## config.mk

```make
export PLATFORM = sky130hd
export DESIGN_NAME = mdio_peripheral
export DESIGN_NICKNAME = d
export VERILOG_FILES = /design/src/rtl/mdio_peripheral.sv
export SDC_FILE = /design/constraint.sdc
export NUM_CORES = 1
export LEC_CHECK = 0
export BUFFER_PORTS_ARGS = -buffer_cell sky130_fd_sc_hd__buf_2
export CELL_PAD_IN_SITES_DETAIL_PLACEMENT = 0
export CELL_PAD_IN_SITES_GLOBAL_PLACEMENT = 2
export CORE_AREA = 2 2 305 307
export DETAILED_ROUTE_END_ITERATION = 8
export DIE_AREA = 0 0 307 309
export PLACE_DENSITY_LB_ADDON = 0.1
export SYNTH_ARGS = -nofsm -noshare
export SYNTH_HDL_FRONTEND = slang
export SYNTH_SLANG_ARGS = --single-unit
```

## constraint.sdc

```tcl
create_clock -name clk -period 3.9 [get_ports clk]
set_clock_uncertainty 0.2 [all_clocks]
set_input_delay 0.39 -clock clk [delete_from_list [all_inputs] [get_ports clk]]
set_output_delay 0.39 -clock clk [all_outputs]
set_load 0.005 [all_outputs]
```

## src/rtl/mdio_peripheral.sv

```systemverilog
`timescale 1ns/1ps
// MDIO responder: decodes frames sampled on MDC rising edges, holds a local
// 16-bit register bank and shifts read data back on MDIO_IN.
module mdio_peripheral #(
    parameter logic [4:0] PHY_ADDR = 5'd0,
    parameter int         NUM_REGS = 32
) (
    input  logic        clk,
    input  logic        reset,
    input  logic        MDC,
    input  logic        MDIO_OUT,
    input  logic        MDIO_OE,
    output logic        MDIO_IN,
    output logic        MDIO_IN_OE,
    output logic        WR_STB,
    output logic [4:0]  WR_ADDR,
    output logic [15:0] WR_DATA,
    output logic        FRAME_ERR,
    output logic [2:0]  dbg_state_o
);

    typedef enum logic [2:0] {
        IDLE    = 3'd0,
        HEADER  = 3'd1,
        WDATA   = 3'd2,
        RDATA   = 3'd3,
        DISCARD = 3'd4
    } state_t;

    localparam logic [5:0] NUM_REGS_W = 6'(NUM_REGS);

    state_t      state_q, state_d;
    logic        mdc_q;
    logic [31:0] shift_q, shift_d;
    logic [5:0]  bit_cnt_q, bit_cnt_d, cnt_inc;
    logic        idle_cnt_q, idle_cnt_d;
    logic [15:0] rd_sh_q, rd_sh_d;
    logic [15:0] bank_q [NUM_REGS];
    logic        wr_en_d, wr_stb_q;
    logic [4:0]  wr_addr_q;
    logic [15:0] wr_data_q;
    logic        ferr_d, ferr_q;
    logic        mdc_edge, sample;
    logic [4:0]  hdr_regad, wr_regad;
    logic [15:0] rd_word;

    assign mdc_edge  = MDC & ~mdc_q;
    assign sample    = mdc_edge & MDIO_OE;
    assign shift_d   = sample ? {shift_q[30:0], MDIO_OUT} : shift_q;
    assign cnt_inc   = (bit_cnt_q == 6'd32) ? 6'd32 : bit_cnt_q + 6'd1;
    // Field positions are taken from shift_d so decisions use the bit sampled this edge.
    assign hdr_regad = shift_d[6:2];
    assign wr_regad  = shift_d[22:18];

    always_comb begin
        rd_word = '0;
        if ({1'b0, hdr_regad} < NUM_REGS_W) begin
            rd_word = bank_q[hdr_regad];
        end
    end

    always_comb begin
        state_d    = state_q;
        bit_cnt_d  = bit_cnt_q;
        idle_cnt_d = idle_cnt_q;
        rd_sh_d    = rd_sh_q;
        wr_en_d    = 1'b0;
        ferr_d     = 1'b0;
        case (state_q)
            IDLE: begin
                if (sample) begin
                    bit_cnt_d = 6'd1;
                    state_d   = HEADER;
                end
            end
            HEADER: begin
                if (mdc_edge) begin
                    if (!MDIO_OE) begin
                        ferr_d  = 1'b1;
                        state_d = IDLE;
                    end else begin
                        bit_cnt_d = cnt_inc;
                        if (cnt_inc == 6'd4 && (shift_d[3:2] != 2'b01 ||
                            !(shift_d[1:0] == 2'b01 || shift_d[1:0] == 2'b10))) begin
                            ferr_d     = 1'b1;
                            idle_cnt_d = 1'b0;
                            state_d    = DISCARD;
                        end else if (cnt_inc == 6'd16) begin
                            if (shift_d[11:7] != PHY_ADDR) begin
                                idle_cnt_d = 1'b0;
                                state_d    = DISCARD;
                            end else if (shift_d[13:12] == 2'b01) begin
                                state_d = WDATA;
                            end else begin
                                rd_sh_d = rd_word;
                                state_d = RDATA;
                            end
                        end
                    end
                end
            end
            WDATA: begin
                if (mdc_edge) begin
                    if (!MDIO_OE) begin
                        ferr_d  = 1'b1;
                        state_d = IDLE;
                    end else begin
                        bit_cnt_d = cnt_inc;
                        if (cnt_inc == 6'd32) begin
                            state_d = IDLE;
                            if (shift_d[17:16] == 2'b10) begin
                                wr_en_d = 1'b1;
                            end else begin
                                ferr_d = 1'b1;
                            end
                        end
                    end
                end
            end
            RDATA: begin
                // bit_cnt continues from 16, so reaching 32 marks the 16th data edge.
                if (mdc_edge) begin
                    bit_cnt_d = cnt_inc;
                    rd_sh_d   = {rd_sh_q[14:0], 1'b0};
                    if (cnt_inc == 6'd32) begin
                        state_d = IDLE;
                    end
                end
            end
            DISCARD: begin
                if (mdc_edge) begin
                    if (MDIO_OE) begin
                        idle_cnt_d = 1'b0;
                    end else if (idle_cnt_q) begin
                        state_d = IDLE;
                    end else begin
                        idle_cnt_d = 1'b1;
                    end
                end
            end
            default: state_d = IDLE;
        endcase
    end

    always_ff @(posedge clk or negedge reset) begin
        if (!reset) begin
            state_q    <= IDLE;
            mdc_q      <= 1'b0;
            shift_q    <= '0;
            bit_cnt_q  <= '0;
            idle_cnt_q <= 1'b0;
            rd_sh_q    <= '0;
            wr_stb_q   <= 1'b0;
            wr_addr_q  <= '0;
            wr_data_q  <= '0;
            ferr_q     <= 1'b0;
        end else begin
            state_q    <= state_d;
            mdc_q      <= MDC;
            shift_q    <= shift_d;
            bit_cnt_q  <= bit_cnt_d;
            idle_cnt_q <= idle_cnt_d;
            rd_sh_q    <= rd_sh_d;
            wr_stb_q   <= wr_en_d;
            ferr_q     <= ferr_d;
            if (wr_en_d) begin
                wr_addr_q <= wr_regad;
                wr_data_q <= shift_d[15:0];
            end
        end
    end

    // WR_STB/WR_ADDR still report writes to unimplemented registers; only the bank skips them.
    always_ff @(posedge clk or negedge reset) begin
        if (!reset) begin
            for (int i = 0; i < NUM_REGS; i++) begin
                bank_q[i] <= '0;
            end
        end else if (wr_en_d && ({1'b0, wr_regad} < NUM_REGS_W)) begin
            bank_q[wr_regad] <= shift_d[15:0];
        end
    end

    assign MDIO_IN_OE  = (state_q == RDATA);
    assign MDIO_IN     = MDIO_IN_OE & rd_sh_q[15];
    assign WR_STB      = wr_stb_q;
    assign WR_ADDR     = wr_addr_q;
    assign WR_DATA     = wr_data_q;
    assign FRAME_ERR   = ferr_q;
    assign dbg_state_o = state_q;

endmodule

```

; ---- Yosys cells after proc, flatten, opt, wreduce, memory -nomap -nowiden
; Cells that the tools add are included.
; Widths: inputs -> output; s select.
[totals]
word_cells = 154
ff_bits = 585
out_inout_bits = 28
[op_classes]
order_cmp = 3
n_mux = 57
n_eq_ne = 30
addsub = 1
bitwise_logic = 6
reduce_logical = 15
[op_table]
columns = op, n
row1 = $bwmux 512, 1
row2 = $mux 16, 10
row3 = $bmux 16 s5, 1
row4 = $demux 16 s5, 1
row5 = $mux 3, 13
row6 = $pmux 16 s2, 1
row7 = $mux 6, 5
row8 = $mux 23, 1
row9 = $ne 2x2->1 const B, 11
row10 = $mux 1, 20
row11 = $pmux 6 s3, 1
row12 = $reduce_and 8->1, 2
row13 = $pmux 3 s5, 1
row14 = $eq 6x6->1 const B, 2
row15 = $ge 6x6->1 const B, 2
row16 = $not 5->6, 2
row17 = $ne 2x1->1 const B, 4
row18 = $add 6x1->6 const B, 1
row19 = $eq 3x2->1 const B, 2
row20 = $eq 6x3->1 const B, 1
row21 = $eq 6x5->1 const B, 1
row22 = $lt 6x1->1 const B, 1
row23 = $ne 3x3->1 const B, 2
row24 = $reduce_and 6->1, 1
row25 = 17 further kinds, 25

; ---- Logic depth before layout (Yosys ltp)
[depth]
word_depth = 15
ltp_mapped = 16
depth_no_buf = 10

; ---- Worst setup path before layout
; Ideal clock, no wire load.
[synth_path]
kind = register to register
startpoint = reg bit_cnt_q[0]
endpoint = reg bank_q[462] (netlist bit)
path_buffers = 4
arrival_ps = 2765
slack_ps = 803
t_required_ps = 3568
path_stages_with_launch = 14
cell_sequence = dfrtp_1 > inv_1 > ha_1 > and4bb_1 > and2b_4 > o21bai_4 > or4_4 > buf_6 > buf_6 > or4_1 > buf_2 > buf_6 > nand2_1 > o21ai_2
[synth_between]
elab_chain_cells = 7
[synth_rtl]
columns = item, line_no
row1 = from (decl), 35  ; logic [5:0] bit_cnt_q, bit_cnt_d, cnt_inc;
row2 = from (signal assigned), 161  ; bit_cnt_q <= bit_cnt_d;
row3 = $add 6x1->6 or $eq 6x6->1 (tied branches), 50  ; assign cnt_inc = (bit_cnt_q == 6'd32) ? 6'd32 : bit_cnt_q + 6'd1;
row4 = $mux 6 (*), 50
row5 = $eq 6x6->1 (*), 109  ; if (cnt_inc == 6'd32) begin
row6 = $mux 1 (*), 109
row7 = $mux 1 (*), 104  ; if (!MDIO_OE) begin
row8 = $mux 1 (*), 103  ; if (mdc_edge) begin
row9 = $mux 1 (*), 69  ; case (state_q)
row10 = "to (signal, indexed assignment)", 180  ; bank_q[wr_regad] <= shift_d[15:0];
row11 = to (decl), 38  ; logic [15:0] bank_q [NUM_REGS];
; Every way passes the cells marked *; elsewhere a longest branch is shown, timed or not.
; A chain may end at the register's enable or synchronous reset.

; ---- Worst setup path after layout
[layout_path]
startpoint = reg shift_q[3]
endpoint = reg rd_sh_q[14]
[layout_between]
elab_chain_cells = 12
[layout_rtl]
columns = item, line_no
row1 = from (decl), 34  ; logic [31:0] shift_q, shift_d;
row2 = from (signal assigned), 160  ; shift_q <= shift_d;
row3 = $mux 23 (*), 49  ; assign shift_d = sample ? {shift_q[30:0], MDIO_OUT} : shift_q;
row4 = $not 5->6 (not written as such), 58  ; rd_word = bank_q[hdr_regad];
row5 = $bmux 16 s5, 58
row6 = $mux 16 (not written as such) (2 in a row), 58
row7 = $mux 16, 92  ; end else if (shift_d[13:12] == 2'b01) begin
row8 = $mux 16, 89  ; if (shift_d[11:7] != PHY_ADDR) begin
row9 = $mux 16, 88  ; end else if (cnt_inc == 6'd16) begin
row10 = $mux 16, 83  ; if (cnt_inc == 6'd4 && (shift_d[3:2] != 2'b01 ||
row11 = $mux 16, 78  ; if (!MDIO_OE) begin
row12 = $mux 16, 77  ; if (mdc_edge) begin
row13 = $pmux 16 s2, 69
row14 = to (signal assigned), 163  ; rd_sh_q <= rd_sh_d;
row15 = to (decl), 37  ; logic [15:0] rd_sh_q, rd_sh_d;
; Every way passes the cells marked *; elsewhere a longest branch is shown, timed or not. The select of a mux whose other input is x is not followed.

==> impl_metrics.env <==
export IMPL_post_cts_resized=0
export IMPL_ant_nets=0
export IMPL_max_freq_mhz=276
export IMPL_first_pass_iters=5
export IMPL_drt_initial_drc_count=1363
export IMPL_wl_um=96500
export IMPL_cts_buffer_depth=3
export IMPL_synth_flop_cell="dfrtp_1"
export IMPL_syn2layout_area_growth_pct=15.1
export IMPL_ys_types=86
export IMPL_outcome="finished clean"
export IMPL_fin_crit_ns=3.62
export IMPL_crit_type="register to register"
export IMPL_dp_hpwl_um=61200
export IMPL_cts_made_buffers=72
export IMPL_clock_sinks=585
export IMPL_hp_class="primary input to register"
export IMPL_worstPathRequired_ns=4.19
export IMPL_tightest_slew_ns=0.962
export IMPL_nets=2772
export IMPL_worst_path_max_fanout=29
export IMPL_power_leakage_nw=13.5
export IMPL_crit_family="simple AND/OR/NAND/NOR gates"
export IMPL_irDropWorstVdd_uv=354
export IMPL_layout_common_cells="dfrtp_1, nand2_1, o21ai_1"
export IMPL_hold_viol_final=0
export IMPL_drive_gt1_share_pct=16.2
export IMPL_track_usage_pct=20.6
export IMPL_synth_edf_count=0
export IMPL_powerDensity_nw_per_um2=519
export IMPL_ys_warn_count=0
export IMPL_grt_pass1_wl_um=143000
export IMPL_clk_pin_slew_worst_paths_ns=0.06
export IMPL_rsz0062_at_grt="no"
export IMPL_start_kind="register"
export IMPL_cts_root_buf="clkbuf_16"
export IMPL_syn_avg_cell_area_um2=9.84
export IMPL_ioPinCount=33
export IMPL_setup_violations=0
export IMPL_dieArea_um2=94900
export IMPL_syn_inst=2776
export IMPL_gr_total_overflow=0
export IMPL_nFillCells=9314
export IMPL_async_reset_ff_share_pct=100
export IMPL_post_route_period_util_pct=92.7
export IMPL_critical_path_buf_inv_count=2
export IMPL_die_x_um=307
export IMPL_dieHeight_um=309
export IMPL_worstSkewPairLatency_ns=0.61
export IMPL_start_util_pct=29.9
export IMPL_cts_max_level=3
export IMPL_netlist_area_um2=27300
export IMPL_crit_path_frequent_cell="buf_4"
export IMPL_fin_tns_setup_ns=0
export IMPL_num_rows=111
export IMPL_cap_violations=0
export IMPL_power_mw=16.3
export IMPL_seq_area_frac_synth_pct=53.6
export IMPL_io_buffers=32
export IMPL_critPathCaptureType="register"
export IMPL_crit_chain="buf_4 -> nand4b_1 -> buf_4 -> and2_1 -> a221oi_1 -> a311oi_1 -> nor4_1 -> or4_1 -> a31oi_1"
export IMPL_relSlewSlack_pct=34.5
export IMPL_synth_fp_nets=2783
export IMPL_routedWlPerCell_um=24.1
export IMPL_slowest_delay_ns=0.71
export IMPL_final_common_cell="dfrtp_1"
export IMPL_cts_tree="yes"
export IMPL_critPathSlowestCell="nand4b_1"
export IMPL_vias=20500
export IMPL_antenna_found_initial=6
export IMPL_synth_seq_cells=585
export IMPL_slew_violations=0
export IMPL_worstPathArrival_ns=3.91
export IMPL_avgViaCountPerCell=5.11
export IMPL_grt_pass1_vias=20200
export IMPL_drc_errors=0
export IMPL_grt_max_degree=93
export IMPL_core_um2=91400
export IMPL_place_congestion=0.798
-- metrics by stage --
stage / hold WS [ns] / instances / worst slack (ns) / util [%] / area (µm²)
2_1_floorplan: -0.106 / 2776 / 0.803 / - / 27300
3_3_place_gp: 0.252 / 3874 / 0.243 / 31.9 / 29100
3_5_place_dp: 0.258 / 3874 / 0.276 / 31.9 / 29100
4_1_cts: 0.122 / 4003 / 0.252 / 34.4 / 31400
5_1_grt: 0.160 / 4003 / 0.0258 / 34.4 / 31400
6_report: 0.150 / 4004 / 0.283 / 34.4 / 31400
-- power by group --
part           switching (mW)  leakage, nW  internal (mW)
clock network            2.67         1.13           3.88
logic                    2.34         4.29           1.03
registers               0.188         8.10           6.22
-- worst register-to-register path, cell delays in order, from the launching register on --
cell and delay (ns):
dfrtp_1 0.38, buf_4 0.38, nand4b_1 0.71, buf_4 0.42
and2_1 0.15, a221oi_1 0.31, a311oi_1 0.12, nor4_1 0.51
or4_1 0.24, a31oi_1 0.08
-- timing repair --
action | CTS | global route
hold buffers | 3 | 0
buffers inserted | 0 | 0
endpoints found under the hold margin | 64 | 0
setup endpoints to repair | 0 | 0
-- cells by family after synthesis --
group           share of synthesized area [%]
compound gates                           18.3
xor+xnor                               0.0962
fa+ha+maj                              0.0916
buf+inv                                  5.39
flops                                    53.6
mux                                      8.41
simple gates                             14.2
-- worst paths after layout --
| check | start | endpoint | slack, ns | cells past startpoint |
|---|---|---|---|---|
| setup reg to reg | shift_q[3]$_DFF_PN0_ | rd_sh_q[14]$_DFFE_PN0P_ | 0.28 | 9 |
| setup / recovery | shift_q[3]$_DFF_PN0_ | rd_sh_q[14]$_DFFE_PN0P_ | 0.28 | 9 |
| min in group asynchronous | reset | bit_cnt_q[1]$_DFFE_PN0P_ | 0.22 | 2 |
| max in group asynchronous | reset | bank_q[393]$_DFFE_PN0P_ | 2.24 | 3 |
| hold / removal | MDIO_OUT | shift_q[0]$_DFF_PN0_ | 0.15 | 3 |
| hold reg to reg | bank_q[207]$_DFFE_PN0P_ | bank_q[207]$_DFFE_PN0P_ | 0.27 | 2 |
-- registers in the layout, indices dropped and copies added, names as in the netlist --
| name | flops |
|---|---|
| WR_ADDR | 5 |
| FRAME_ERR | 1 |
| idle_cnt_q | 1 |
| bank_q | 512 |
| shift_q | 23 |
| dbg_state_o | 3 |
| mdc_q | 1 |
| WR_DATA | 16 |
| rd_sh_q | 16 |
| WR_STB | 1 |
| bit_cnt_q | 6 |
-- routing by layer --
metal | part of all wire (%) | vias up | global-route usage [%]
li1 | - | 9779 | -
met1 | 48 | 10200 | 29.4
met2 | 45 | 356 | 32.3
met3 | 4.1 | 118 | 3.17
met4 | 2.4 | 0 | 5.83
met5 | 0 | - | 0
-- area by class of cell --
class	count	area [µm²]	share of cell area (%)
Inverter	36	144	0.458
Clock inverter	18	140	0.446
Timing Repair Buffer	176	1510	4.80
Sequential cell	585	14600	46.6
Multi-Input combinational cell	1894	11400	36.2
Tap cell	1186	1480	4.72
Clock buffer	108	2130	6.77
Antenna cell	1	2.50	0.00796
-- synthesized netlist by cell type (all sizes together) (6+ instances only) --
cell       n  area [µm²]
o21ai    454        2560
a221oi    14         123
a31oi     14        87.6
a22oi     18         140
nand2    523        2040
nor4      12         150
o31ai      6        45.0
o22a       6        52.6
o221ai    10        87.6
o22ai     67         419
mux2      14         158
nor3      12        60.1
inv       34         128
nor2     152         578
mux2i    209        2100
nand3     39         200
o211ai     6        45.0
nand4     10        75.1
clkbuf   152         571
a311oi    11        96.3
and2      14        87.6
a21oi    143         746
nor2b     13        81.3
buf      109         768
or4       37         282
dfrtp    585       14600
a211oi    11        82.6
nand2b     6        37.5
a2111oi    6        58.8
Power figures use the tool's default switching activity.
